**config.mk**
```make
export PLATFORM = sky130hd
export DESIGN_NAME = instr_encoder
export DESIGN_NICKNAME = d
export VERILOG_FILES = /design/src/rtl/riscv_pkg.sv /design/src/rtl/imm_pack.sv /design/src/rtl/instr_encoder.sv
export SDC_FILE = /design/constraint.sdc
export NUM_CORES = 1
export LEC_CHECK = 0
export BUFFER_PORTS_ARGS = -buffer_cell sky130_fd_sc_hd__buf_2
export CORE_MARGIN = 8
export CORE_UTILIZATION = 50
export CTS_CLUSTER_DIAMETER = 30
export DETAILED_ROUTE_END_ITERATION = 6
export GPL_TIMING_DRIVEN = 0
export PLACE_DENSITY = 0.79
export SKIP_CTS_REPAIR_TIMING = 1
export SLEW_MARGIN = 10
export SYNTH_ARGS = -nofsm -noshare
export SYNTH_HDL_FRONTEND = slang
export SYNTH_SLANG_ARGS = --single-unit
```
**constraint.sdc**
```tcl
create_clock -name clk -period 2.87 [get_ports clk]
set_input_delay 0.1435 -clock clk [delete_from_list [all_inputs] [get_ports clk]]
set_output_delay 0.1435 -clock clk [all_outputs]
set_load 0.02 [all_outputs]
```
**src/rtl/riscv_pkg.sv**
```systemverilog
// Shared RISC-V encoder definitions: instruction formats, error codes, FSM states
// and the sign-extension range test used by the immediate packer.
package riscv_pkg;

  typedef enum logic [1:0] {
    FMT_I = 2'b00,
    FMT_S = 2'b01,
    FMT_B = 2'b10,
    FMT_R = 2'b11
  } fmt_e;

  typedef enum logic [1:0] {
    ERR_NONE     = 2'b00,
    ERR_IS_RANGE = 2'b01,
    ERR_B_RANGE  = 2'b10,
    ERR_B_ODD    = 2'b11
  } err_code_e;

  typedef enum logic [1:0] {
    ST_IDLE  = 2'b00,
    ST_RUN   = 2'b01,
    ST_DRAIN = 2'b10,
    ST_ERROR = 2'b11
  } state_e;

  localparam logic [31:0] ADDR_STEP      = 32'd4;
  localparam logic [15:0] WORD_COUNT_MAX = 16'hFFFF;

  // True when imm is a sign extension of its low 12 bits (I/S) or 13 bits (B).
  function automatic logic imm_fits(input logic [31:0] imm, input logic b_range);
    if (b_range) begin
      return (&imm[31:12]) || !(|imm[31:12]);
    end
    return (&imm[31:11]) || !(|imm[31:11]);
  endfunction

endpackage

```
**src/rtl/imm_pack.sv**
```systemverilog
// Combinational instruction packer: assembles the 32-bit word for the selected
// format and flags immediates that cannot be represented.
module imm_pack
  import riscv_pkg::*;
(
  input  logic [1:0]  fmt,
  input  logic [6:0]  opcode,
  input  logic [2:0]  funct3,
  input  logic [6:0]  funct7,
  input  logic [4:0]  rd,
  input  logic [4:0]  rs1,
  input  logic [4:0]  rs2,
  input  logic [31:0] imm,
  output logic [31:0] word,
  output logic        range_err,
  output logic        odd_err
);

  fmt_e fmt_c;
  assign fmt_c = fmt_e'(fmt);

  always_comb begin
    word      = '0;
    range_err = 1'b0;
    odd_err   = 1'b0;
    case (fmt_c)
      FMT_I: begin
        word      = {imm[11:0], rs1, funct3, rd, opcode};
        range_err = !imm_fits(imm, 1'b0);
      end
      FMT_S: begin
        word      = {imm[11:5], rs2, rs1, funct3, imm[4:0], opcode};
        range_err = !imm_fits(imm, 1'b0);
      end
      FMT_B: begin
        word      = {imm[12], imm[10:5], rs2, rs1, funct3, imm[4:1], imm[11], opcode};
        range_err = !imm_fits(imm, 1'b1);
        odd_err   = imm[0];
      end
      default: begin
        word = {funct7, rs2, rs1, funct3, rd, opcode};
      end
    endcase
  end

endmodule

```
**src/rtl/instr_encoder.sv**
```systemverilog
// Streaming instruction encoder: accepts decoded fields, emits encoded words with
// sequential byte addresses, and stops on the first unrepresentable immediate.
module instr_encoder
  import riscv_pkg::*;
(
  input  logic        clk,
  input  logic        rst_n,
  input  logic        start,
  input  logic [31:0] base_addr,
  input  logic        in_valid,
  output logic        in_ready,
  input  logic        in_last,
  input  logic [1:0]  fmt,
  input  logic [6:0]  opcode,
  input  logic [2:0]  funct3,
  input  logic [6:0]  funct7,
  input  logic [4:0]  rd,
  input  logic [4:0]  rs1,
  input  logic [4:0]  rs2,
  input  logic [31:0] imm,
  output logic        out_valid,
  input  logic        out_ready,
  output logic [31:0] out_addr,
  output logic [31:0] out_data,
  output logic        busy,
  output logic        done,
  output logic        err,
  output logic [1:0]  err_code,
  output logic [15:0] word_count
);

  state_e      state_q, state_d;
  logic [31:0] ptr_q, ptr_d;
  logic [31:0] out_addr_q, out_addr_d;
  logic [31:0] out_data_q, out_data_d;
  logic        out_valid_q, out_valid_d;
  logic        done_q, done_d;
  logic        err_q, err_d;
  err_code_e   err_code_q, err_code_d;
  logic [15:0] word_count_q, word_count_d;
  logic        orphan_q, orphan_d;

  logic [31:0] pack_word;
  logic        range_err, odd_err;
  logic        in_ready_c, in_fire, out_fire;
  logic        base_lsb_unused;

  assign base_lsb_unused = ^base_addr[1:0];

  imm_pack u_imm_pack (
    .fmt       (fmt),
    .opcode    (opcode),
    .funct3    (funct3),
    .funct7    (funct7),
    .rd        (rd),
    .rs1       (rs1),
    .rs2       (rs2),
    .imm       (imm),
    .word      (pack_word),
    .range_err (range_err),
    .odd_err   (odd_err)
  );

  assign in_ready_c = (state_q == ST_RUN) && (!out_valid_q || out_ready);
  assign in_fire    = in_valid && in_ready_c;
  assign out_fire   = out_valid_q && out_ready;

  always_comb begin
    state_d      = state_q;
    ptr_d        = ptr_q;
    out_addr_d   = out_addr_q;
    out_data_d   = out_data_q;
    out_valid_d  = out_valid_q;
    done_d       = 1'b0;
    err_d        = err_q;
    err_code_d   = err_code_q;
    word_count_d = word_count_q;
    orphan_d     = orphan_q;

    // A word left over from a load that was restarted must not advance the new load.
    if (out_fire) begin
      out_valid_d = 1'b0;
      orphan_d    = 1'b0;
      if (!orphan_q) begin
        ptr_d = ptr_q + ADDR_STEP;
        if (word_count_q != WORD_COUNT_MAX) begin
          word_count_d = word_count_q + 16'd1;
        end
      end
    end

    case (state_q)
      ST_IDLE, ST_ERROR: begin
        if (start) begin
          ptr_d        = {base_addr[31:2], 2'b00};
          err_d        = 1'b0;
          err_code_d   = ERR_NONE;
          word_count_d = '0;
          orphan_d     = out_valid_q && !out_fire;
          state_d      = ST_RUN;
        end
      end
      ST_RUN: begin
        if (in_fire) begin
          if (odd_err || range_err) begin
            err_d   = 1'b1;
            state_d = ST_ERROR;
            if (odd_err) begin
              err_code_d = ERR_B_ODD;
            end else if (fmt_e'(fmt) == FMT_B) begin
              err_code_d = ERR_B_RANGE;
            end else begin
              err_code_d = ERR_IS_RANGE;
            end
          end else begin
            out_valid_d = 1'b1;
            out_data_d  = pack_word;
            out_addr_d  = ptr_d;
            if (in_last) begin
              state_d = ST_DRAIN;
            end
          end
        end
      end
      ST_DRAIN: begin
        if (out_fire) begin
          done_d  = 1'b1;
          state_d = ST_IDLE;
        end
      end
      default: state_d = ST_IDLE;
    endcase
  end

  always_ff @(posedge clk or negedge rst_n) begin
    if (!rst_n) begin
      state_q      <= ST_IDLE;
      ptr_q        <= '0;
      out_addr_q   <= '0;
      out_data_q   <= '0;
      out_valid_q  <= 1'b0;
      done_q       <= 1'b0;
      err_q        <= 1'b0;
      err_code_q   <= ERR_NONE;
      word_count_q <= '0;
      orphan_q     <= 1'b0;
    end else begin
      state_q      <= state_d;
      ptr_q        <= ptr_d;
      out_addr_q   <= out_addr_d;
      out_data_q   <= out_data_d;
      out_valid_q  <= out_valid_d;
      done_q       <= done_d;
      err_q        <= err_d;
      err_code_q   <= err_code_d;
      word_count_q <= word_count_d;
      orphan_q     <= orphan_d;
    end
  end

  assign in_ready   = in_ready_c;
  assign out_valid  = out_valid_q;
  assign out_addr   = out_addr_q;
  assign out_data   = out_data_q;
  assign busy       = (state_q == ST_RUN) || (state_q == ST_DRAIN);
  assign done       = done_q;
  assign err        = err_q;
  assign err_code   = err_code_q;
  assign word_count = word_count_q;

endmodule

```
Yosys cells after proc, flatten, opt, wreduce, memory -nomap -nowiden
Index checks and enable logic that the tools add are counted.
Widths: inputs -> output; s select.
{ "op_classes": {"n_mux": 40, "bitwise_logic": 1, "n_reduce_logical": 27, "add_sub_neg": 2, "eq_ne": 11} }
{ "ops": {"columns": ["op", "count"], "rows": [
  ["$mux 32", 4],
  ["$pmux 32 s3", 1],
  ["$mux 16", 5],
  ["$add 32x3->32 const B", 1],
  ["$reduce_and 21->1", 1],
  ["$reduce_or 21->1", 1],
  ["$mux 2", 10],
  ["$reduce_and 20->1", 1],
  ["$reduce_or 20->1", 1],
  ["$add 16x1->16 const B", 1],
  ["$mux 1", 16],
  ["$ne 16x16->1 const B", 1],
  ["$reduce_and 4->1", 2],
  ["$eq 2x2->1 const B", 3],
  ["$logic_not 1->1", 6],
  ["$ne 2x2->1 const B", 3],
  ["$pmux 2 s3", 1],
  ["$logic_or 1x1->1", 5],
  ["$eq 2x1->1 const B", 2],
  ["$logic_and 1x1->1", 4],
  ["$logic_not 2->1", 2],
  ["$pmux 1 s2", 2],
  ["$pmux 2 s2", 1],
  ["$reduce_or 2->1", 2],
  ["5 further kinds", 5]
]} }
{ "word_totals": {"in_bits": 104, "reg_bits": 120, "elab_cells": 91} }

Logic depth before layout (Yosys ltp)
Gate-level depths: netlist (run 1).
{ "logic_depth": {"depth_word": 11, "ltp_mapped": 8, "depth_no_buf": 8} }

Modules after synthesis
A second synthesis (run 1) with hierarchy kept.
{ "hier_totals": {"hier_cells": 549, "hier_area_um2": 5718.0} }
{ "by_module_without_submodules": {"columns": ["module", "seq_area_each_um2", "n_inst", "area_per_inst_um2", "cells_per_inst"], "rows": [
  ["instr_encoder", 2902.8, 1, 5210.0, 486],
  ["imm_pack", 0.0, 1, 508.0, 63]
]} }

Worst setup path after synthesis (run 1)
Ideal clock, no wire load.
{ "synth_timing": {"path_type": "register to register", "from": "register state_q[1]", "to": "register out_addr_q[14], in the netlist out_addr[14]", "path_buffers": 1, "stages_incl_launch_ff": 9, "setup_slack_ns": 0.863, "arrival_ns": 1.879, "setup_time_ns": 0.127, "path_cell_list": "dfrtp_1 -> inv_1 -> ha_1 -> nand2b_1 -> nor4_1 -> o32ai_2 -> nor2_8 -> buf_6 -> mux2_1"} }
{ "synth_via": {"elab_chain_len": 4} }
{ "synth_lines": {"columns": ["element", "line_no", "text"], "rows": [
  ["start, declared", "instr_encoder.sv:32", "state_e state_q, state_d;"],
  ["start signal, assigned", "instr_encoder.sv:148", "state_q <= state_d;"],
  ["$eq 2x1->1 *", "instr_encoder.sv:64, instr_encoder.sv:92", null],
  ["$logic_and 1x1->1", "instr_encoder.sv:64", "assign in_ready_c = (state_q == ST_RUN) && (!out_valid_q || out_ready);"],
  ["$logic_and 1x1->1", "instr_encoder.sv:65", "assign in_fire = in_valid && in_ready_c;"],
  ["$reduce_and 3->1 (no line) *", null, null],
  ["end signal, assigned", "instr_encoder.sv:150", "out_addr_q <= out_addr_d;"],
  ["end, declared", "instr_encoder.sv:34", "logic [31:0] out_addr_q, out_addr_d;"]
]} }
Every way passes the cells marked *; elsewhere a longest branch is shown, timed or not.
A chain may end at the register's enable or synchronous reset.

Final worst setup path (run 1)
{ "layout_timing": {"from": "register out_valid_q, in the netlist out_valid", "to": "register out_addr_q[18], in the netlist out_addr[18]"} }
{ "layout_via": {"elab_chain_len": 5, "elab_cells_between_ends": 7, "classes_between": "1 x mux; 6 x reduce/logical"} }
{ "layout_lines": {"columns": ["element", "line_no", "text"], "rows": [
  ["start, declared", "instr_encoder.sv:36", "logic out_valid_q, out_valid_d;"],
  ["start signal, assigned", "instr_encoder.sv:152", "out_valid_q <= out_valid_d;"],
  ["$logic_not 1->1", "instr_encoder.sv:64", null],
  ["$logic_or 1x1->1", "instr_encoder.sv:64", null],
  ["$logic_and 1x1->1", "instr_encoder.sv:64", null],
  ["$logic_and 1x1->1", "instr_encoder.sv:65", null],
  ["$reduce_and 3->1 (no line)", null, null]
]} }
Parallel ways exist; a longest one is shown, timed or not.

==> results of run 1 <==
path summary, 6_finish.rpt:
path                               from           end
setup reg to reg              out_valid  out_addr[18]
max in group asynchronous         rst_n   out_data[7]
min in group asynchronous         rst_n     ptr_q[16]
hold / removal                    rd[1]   out_data[8]
setup / recovery              out_valid  out_addr[18]
hold reg to reg            out_data[10]  out_data[10]
cell type report:
| type | count | area (sq um) | area share (%) |
|---|---|---|---|
| well taps | 140 | 175.2 | 2.176 |
| multi-input cells | 377 | 2550 | 31.67 |
| clock inverters | 13 | 182.7 | 2.269 |
| flip-flops and latches | 116 | 2903 | 36.05 |
| plain buffers | 25 | 123.9 | 1.538 |
| inverters | 10 | 37.54 | 0.4662 |
| clock buffers | 19 | 431.7 | 5.361 |
| repair buffers | 255 | 1645 | 20.44 |
| diodes | 1 | 2.502 | 0.03108 |
cell usage after synthesis, types with 2 or more instances:
cell type / instances
clkbuf_1: 20
ha_1: 5
o31ai_1: 26
dfrtp_1: 116
nor2_1: 58
nor3_1: 10
mux2i_1: 3
o21ai_0: 30
a21oi_1: 32
nand3_1: 19
nor4_1: 10
mux2_2: 28
buf_6: 3
mux2_1: 30
buf_4: 2
nand2_1: 28
nand3b_1: 2
xnor2_1: 18
nand2b_1: 5
and3_1: 7
xor2_1: 23
and2_1: 5
nand4_1: 18
and4_1: 4
inv_1: 10
critical path, stage by stage (launching register included):
cell and delay (ns):
dfrtp_1 0.46, nand2_1 0.19, nor3_1 0.91, and3_1 0.33
and3_1 0.20, xnor2_1 0.11, o31ai_1 0.31
kinds of logic (layout without fill, tap and decap cells):
| logic type | after synthesis | after routing | share of synthesized area, % |
|---|---|---|---|
| mux | 61 | 61 | 12.18 |
| xor+xnor | 41 | 41 | 6.400 |
| other cells | 1 | 3 | 0.06684 |
| fa+ha+maj | 5 | 5 | 1.115 |
| buf+inv | 35 | 322 | 2.877 |
| compound gates | 96 | 96 | 10.26 |
| simple gates | 172 | 172 | 15.37 |
| flops | 116 | 116 | 51.74 |
state kept, by name (all words and copies together), names as in the netlist:
signal and cells:
ptr_q 30, err 1, out_data 32, orphan_q 1
word_count 16, out_addr 30, done 1, state_q 2
out_valid 1, err_code 2
through the flow:
step	hold WS, ns	area [sq um]
after global routing	0.005951	8051
after detailed placement	0.1031	6754
final	-0.00001948	8051
after CTS	-0.4367	7368
after global placement	0.3626	6720
after floorplan	-0.1521	5614
metal layers:
layer / up-vias / part of all wire (%) / global-route usage (%)
met3: 70 / 7.3 / 6.016
met5: - / 0 / 0
met4: 0 / 4.3 / 9.946
met2: 281 / 51 / 37.27
met1: 2605 / 38 / 26.26
li1: 2435 / - / -
where the power goes:
group / total (mW) / internal [mW] / switching [mW] / leakage (nW)
clock: 2.17 / 1.43 / 0.744 / 0.290
sequential: 2.83 / 2.34 / 0.494 / 1.43
combinational: 3.15 / 1.17 / 1.98 / 2.03
==> metrics.md, run 1 <==
| Metric | Value |
|---|---|
| Grt ovf | 0 |
| Reg clk slew, reported paths | ~0.060 ns |
| Synth area leader | dfrtp_1 |
| First DRT Iteration DRCs | 410 |
| Vert. Die Dim | roughly 120 um |
| Critical path endpoint category | flop |
| Netlist cell types | 40 |
| Final period utilization | about nine tenths |
| Largest net degree at the start of global routing | 72 |
| Post-synth top area share | 51.74% |
| Layout Utilization | about three quarters |
| Fill count | about 740 |
| GPL Wtd Cong | about 0.92 |
| DR vias/cell | 5.639 |
| Mapped Cells | 527 |
| Highest Clock Rate | about 380 MHz |
| Clock skew | 0.009159 ns |
| Total GRT Usage | between 20 and 25% |
| Sequential fraction of the synthesis area | roughly half |
| Fin nets | 911 |
| Antenna Nets Post-Route | 0 |
| DR vias | 5391 |
| CTS Root Cell | clkbuf_8 |
| Lkg Pwr | around 3.8 nW |
| Worst-margin pin slew | roughly 1.1 ns |
| Post-Syn Area | 0.005610 sq mm |
| Pre-CTS setup slack | 0.4224 ns |
| Status | finished with violations |
| Avg Cell Area, Syn | 10.65 sq um |
| Core region area | between 0.01 and 0.015 sq mm |
| Global-route wire length before repair | between 20000 and 30000 um |
| Starting density of the core | about half |
| Pwr Total | roughly 8.2 mW |
| Max clock buf depth | 2 |
| # port buffers | ~190 |
| Clk sink count | between 100 and 150 |
| Placed Cells | 855 |
| Most used DFF post-synth | dfrtp_1 |
| Vias in the first global route | 5132 |
| CP arrival | between 3 and 4 ns |
| Final hold slack | -0.00001948 ns |
| Critical path class | reg2reg |
| Synth Register Bits | 116 |
| Commonest non-fill, non-tap cell in the layout | buf_2 |
| CP startpoint kind | flop |
| Minimum clock period | around 2.6 ns |
| Setup ws final | roughly 0.25 ns |
| Final Non-Filler Cells | 956 |
| Final setup viols | 0 |
| CTS buffer count | 17 |
| Max Slew Vio Count | 0 |
| P&R area growth vs syn | 43.51% |
| Skew-Pair Late Insertion Delay | approximately 0.52 ns |
| Total Neg Setup Slack | 0 ns |
| Die X | 121.9 um |
| Most frequent cells in the layout | buf_2, dfrtp_1, dlygate4sd3_1, nor2_1, a21oi_1 |
| CTS tree | built |
| Failing checks | hold timing |
| Max VDD drop | ~0.45 mV |
| Class of the worst hold path | in2reg |
| EDFF count, synth | 0 |
| IO Pins | ~190 |
| H-tree Lvls | 4 |
| DR pass1 iterations | 5 |
| Share of layout cells above drive strength 1 | a little under a third |
| Max FO, Critical Path | 7 |
| RSZ-0062 raised after global routing | no |
| Ys Warns | 0 |
| Die ar. | 0.01487 sq mm |
| Required @ worst endpoint | approximately 3.3 ns |
| Post-DR wirelength/cell | 18.95 um |
| Final hold violations | 1 |
| Max Cap Viol | 0 |
| R2R Setup Slk | 0.25 ns |
| Routed WL | about 18000 um |
| Hold path cells | 3 |
| Rows | 38 |
| DP HPWL | between 10000 and 15000 um |
| Max transition margin | between 20% and 30% |
| Reg2reg path depth | 6 |
| PwrDens | ~1000 mW/mm^2 |
| Fraction of registers with async set/reset | 100.0% |
| DRC Markers | 0 |
| Largest cells by area after synthesis | dfrtp_1, mux2_1, mux2_2, nor2_1, xor2_1 |
| Initial antenna violation count | 1 |
Note: power is estimated with default switching activity, not from simulation.
==> run 2, diff against run 1 <==
--- a/config.mk
+++ b/config.mk
@@ -5,13 +5,15 @@
 export SDC_FILE = /design/constraint.sdc
 export NUM_CORES = 1
 export LEC_CHECK = 0
+export ABC_AREA = 1
 export BUFFER_PORTS_ARGS = -buffer_cell sky130_fd_sc_hd__buf_2
+export CORE_ASPECT_RATIO = 1.4
 export CORE_MARGIN = 8
-export CORE_UTILIZATION = 50
+export CORE_UTILIZATION = 40
 export CTS_CLUSTER_DIAMETER = 30
 export DETAILED_ROUTE_END_ITERATION = 6
 export GPL_TIMING_DRIVEN = 0
-export PLACE_DENSITY = 0.79
+export PLACE_DENSITY = 0.64
 export SKIP_CTS_REPAIR_TIMING = 1
 export SLEW_MARGIN = 10
 export SYNTH_ARGS = -nofsm -noshare
==> run 2 against run 1 <==
  * The flow now finishes without violations
  * Via count rose by 13%
  * Power shrank 0.90%
  * Area after synthesis grew 11%
  * Hold slack hardly changed
  * Clock skew up 0.0031 ns
  * Routed wire length rose by 9.5%
  * Final area up 5.7%
  * Critical endpoint is now ptr_q[14]
  * Largest power group unchanged
  * Highest routed layer unchanged
==> metrics.md, run 2 <==
| Metric | Value |
|---|---|
| Most used DFF post-synth | dfrtp_1 |
| Share of layout cells above drive strength 1 | between 20% and 30% |
| First DRT Iteration DRCs | between 200 and 300 |
| Final hold slack | 0.0004725 ns |
| RSZ-0062 raised after global routing | no |
| # port buffers | approximately 190 |
| PwrDens | 950.0 mW/mm^2 |
| Die X | approximately 120 um |
| CTS Root Cell | clkbuf_16 |
| Minimum clock period | 2.112 ns |
| Worst-margin pin slew | 0.5669 ns |
| Pre-CTS setup slack | 0.7456 ns |
| Largest net degree at the start of global routing | 73 |
| DP HPWL | ~15000 um |
| Die ar. | 0.01992 sq mm |
| Status | finished, final reports clean |
| CTS buffer count | 17 |
| Lkg Pwr | approximately 4.5 nW |
| Most frequent cell after synthesis | nand2_1 |
| Total GRT Usage | roughly a fifth |
| Gr busiest metal | met2 |
| R2R Setup Slk | approximately 0.76 ns |
| Rows | 54 |
| Final Instance Area | 0.008508 sq mm |
| GRT met1 Usage | ~22% |
| Largest cells by area after synthesis | dfrtp_1, nand2_1, nor2_1, inv_1, xor2_1 |
| Synth Register Bits | 116 |
| Starting density of the core | roughly 41% |
| Setup ws final | roughly 0.76 ns |
| Skew-Pair Late Insertion Delay | 0.41 ns |
| Max transition margin | between 60% and 70% |
| Final hold violations | 0 |
| DR vias/cell | approximately 4.7 |
| Routed WL | 19840 um |
| Mapped Cells | around 830 |
| Avg Cell Area, Syn | 7.542 sq um |
| Sequential fraction of the synthesis area | between 40% and 50% |
| IO Pins | about 190 |
| Global-route wire length before repair | 30550 um |
| GPL Wtd Cong | 0.9375 |
| Reg2reg path depth | 8 |
| Fill count | 1470 |
| P&R area growth vs syn | 36.25% |
| Vert. Die Dim | ~160 um |
| Critical path class | reg2reg |
| CP startpoint kind | flop |
| Max FO, Critical Path | 10 |
| Synth area leader | dfrtp_1 |
| Netlist cell types | 46 |
| CP arrival | about 2.5 ns |
| Highest Clock Rate | 473.4 MHz |
| DR pass1 iterations | 4 |
| Fin nets | 1189 |
| Reg-to-Reg Start | state_q[0] |
| Commonest non-fill, non-tap cell in the layout | nand2_1 |
| Synth top cells by count | nand2_1, dfrtp_1, nor2_1 |
| Reg clk slew, reported paths | around 0.06 ns |
| Fraction of registers with async set/reset | 100.0% |
| Critical path endpoint category | flop |
| Crit path launch | state_q[0] |
| GR met3 Demand/Resource | approximately 4.5% |
| Vias in the first global route | a little over 6000 |
| EDFF count, synth | 0 |
| DR vias | approximately 6100 |
| Final period utilization | 73.60% |
| Hold EP | ptr_q[5] |
| Final setup viols | 0 |
| GR Util met2 | between 30% and 40% |
| Clock skew | roughly 0.012 ns |
| Grt ovf | 0 |
| Clk sink count | between 100 and 150 |
| Initial antenna violation count | 1 |
| Total Neg Setup Slack | 0 ns |
| Antenna Nets Post-Route | 0 |
| Core region area | between 0.015 and 0.02 sq mm |
| Worst R2R End | ptr_q[14] |
| Max clock buf depth | 2 |
| Ys Warns | 0 |
| Required @ worst endpoint | between 3 and 4 ns |
| CTS tree | built |
| Max VDD drop | about 0.46 mV |
| Post-DR wirelength/cell | between 15 and 20 um |
| Post-Syn Area | between 0.006 and 0.007 sq mm |
| Max reg flops | 32 |
| Hold path cells | 3 |
| Worst Hold Launch | base_addr[5] |
| Most frequent cells in the layout | nand2_1, buf_2, dfrtp_1, nor2_1, inv_1 |
| Max Slew Vio Count | 0 |
| Placed Area | around 0.0075 sq mm |
| Class of the worst hold path | in2reg |
| Max Cap Viol | 0 |
| DRC Markers | 0 |
| Post-synth top area share | approximately 46% |
| H-tree Lvls | 4 |
==> run 2: critical path: stages, from the launching register on <==
cell and delay, ns:
dfrtp_1 0.37, inv_1 0.07, ha_1 0.29, nand2_1 0.12, inv_1 0.13, clkbuf_1 0.46, clkbuf_1 0.41, nand2_1 0.12
nand2_1 0.08
==> run 2: through the flow <==
step,util (%),power (mW),std cells
after floorplan,-,4.767,829
after global placement,48.20,5.886,1211
after detailed placement,48.42,5.938,1212
after CTS,52.29,8.126,1244
after global routing,55.23,8.633,1290
final,55.23,8.083,1290
==> run 2: area by class of cell <==
class                           instances  area [sq um]  share of cell area [%]
Multi-Input combinational cell        626          2919                   34.31
Sequential cell                       116          2903                   34.12
Timing Repair Buffer                  232          1415                   16.63
Clock buffer                           17         425.4                   5.000
Tap cell                              196         245.2                   2.882
Inverter                               63         240.2                   2.824
Buffer                                 24         186.4                   2.191
Clock inverter                         15         171.4                   2.015
Antenna cell                            1         2.502                 0.02941
==> run 2: power by group <==
group          internal (mW)  total (mW)  switching [mW]
combinational           1.06        3.14            2.09
sequential              2.32        2.80           0.481
clock                   1.30        2.14           0.840
==> run 2: layer usage <==
metal  vias up  wire length (um)
li1       3105                 -
met1      2787              7816
met2       172             10420
met3        33              1144
met4         0               464
met5         -                 0
==> run 2: worst max-delay path by stage <==
stage / depth (start not counted) / endpoint
after global placement: 1 / out_data[16]
after CTS: 8 / ptr_q[14]
after floorplan: 10 / word_count[2]
final: 8 / ptr_q[14]
after detailed placement: 8 / ptr_q[14]
after global routing: 9 / out_addr[8]
==> run 2: cell families (layout without fill, tap and decap cells) <==
family	after synthesis	count (layout)	synth area share [%]
adder cells (fa/ha/maj)	5	5	1.002
other	1	3	0.06005
multiplexers	4	4	0.7212
AO/OA/AOI/OAI	51	51	4.468
flip-flops	116	116	46.48
XOR/XNOR	33	33	4.628
buffers and inverters	87	351	6.832
AND/OR/NAND/NOR	531	531	35.80
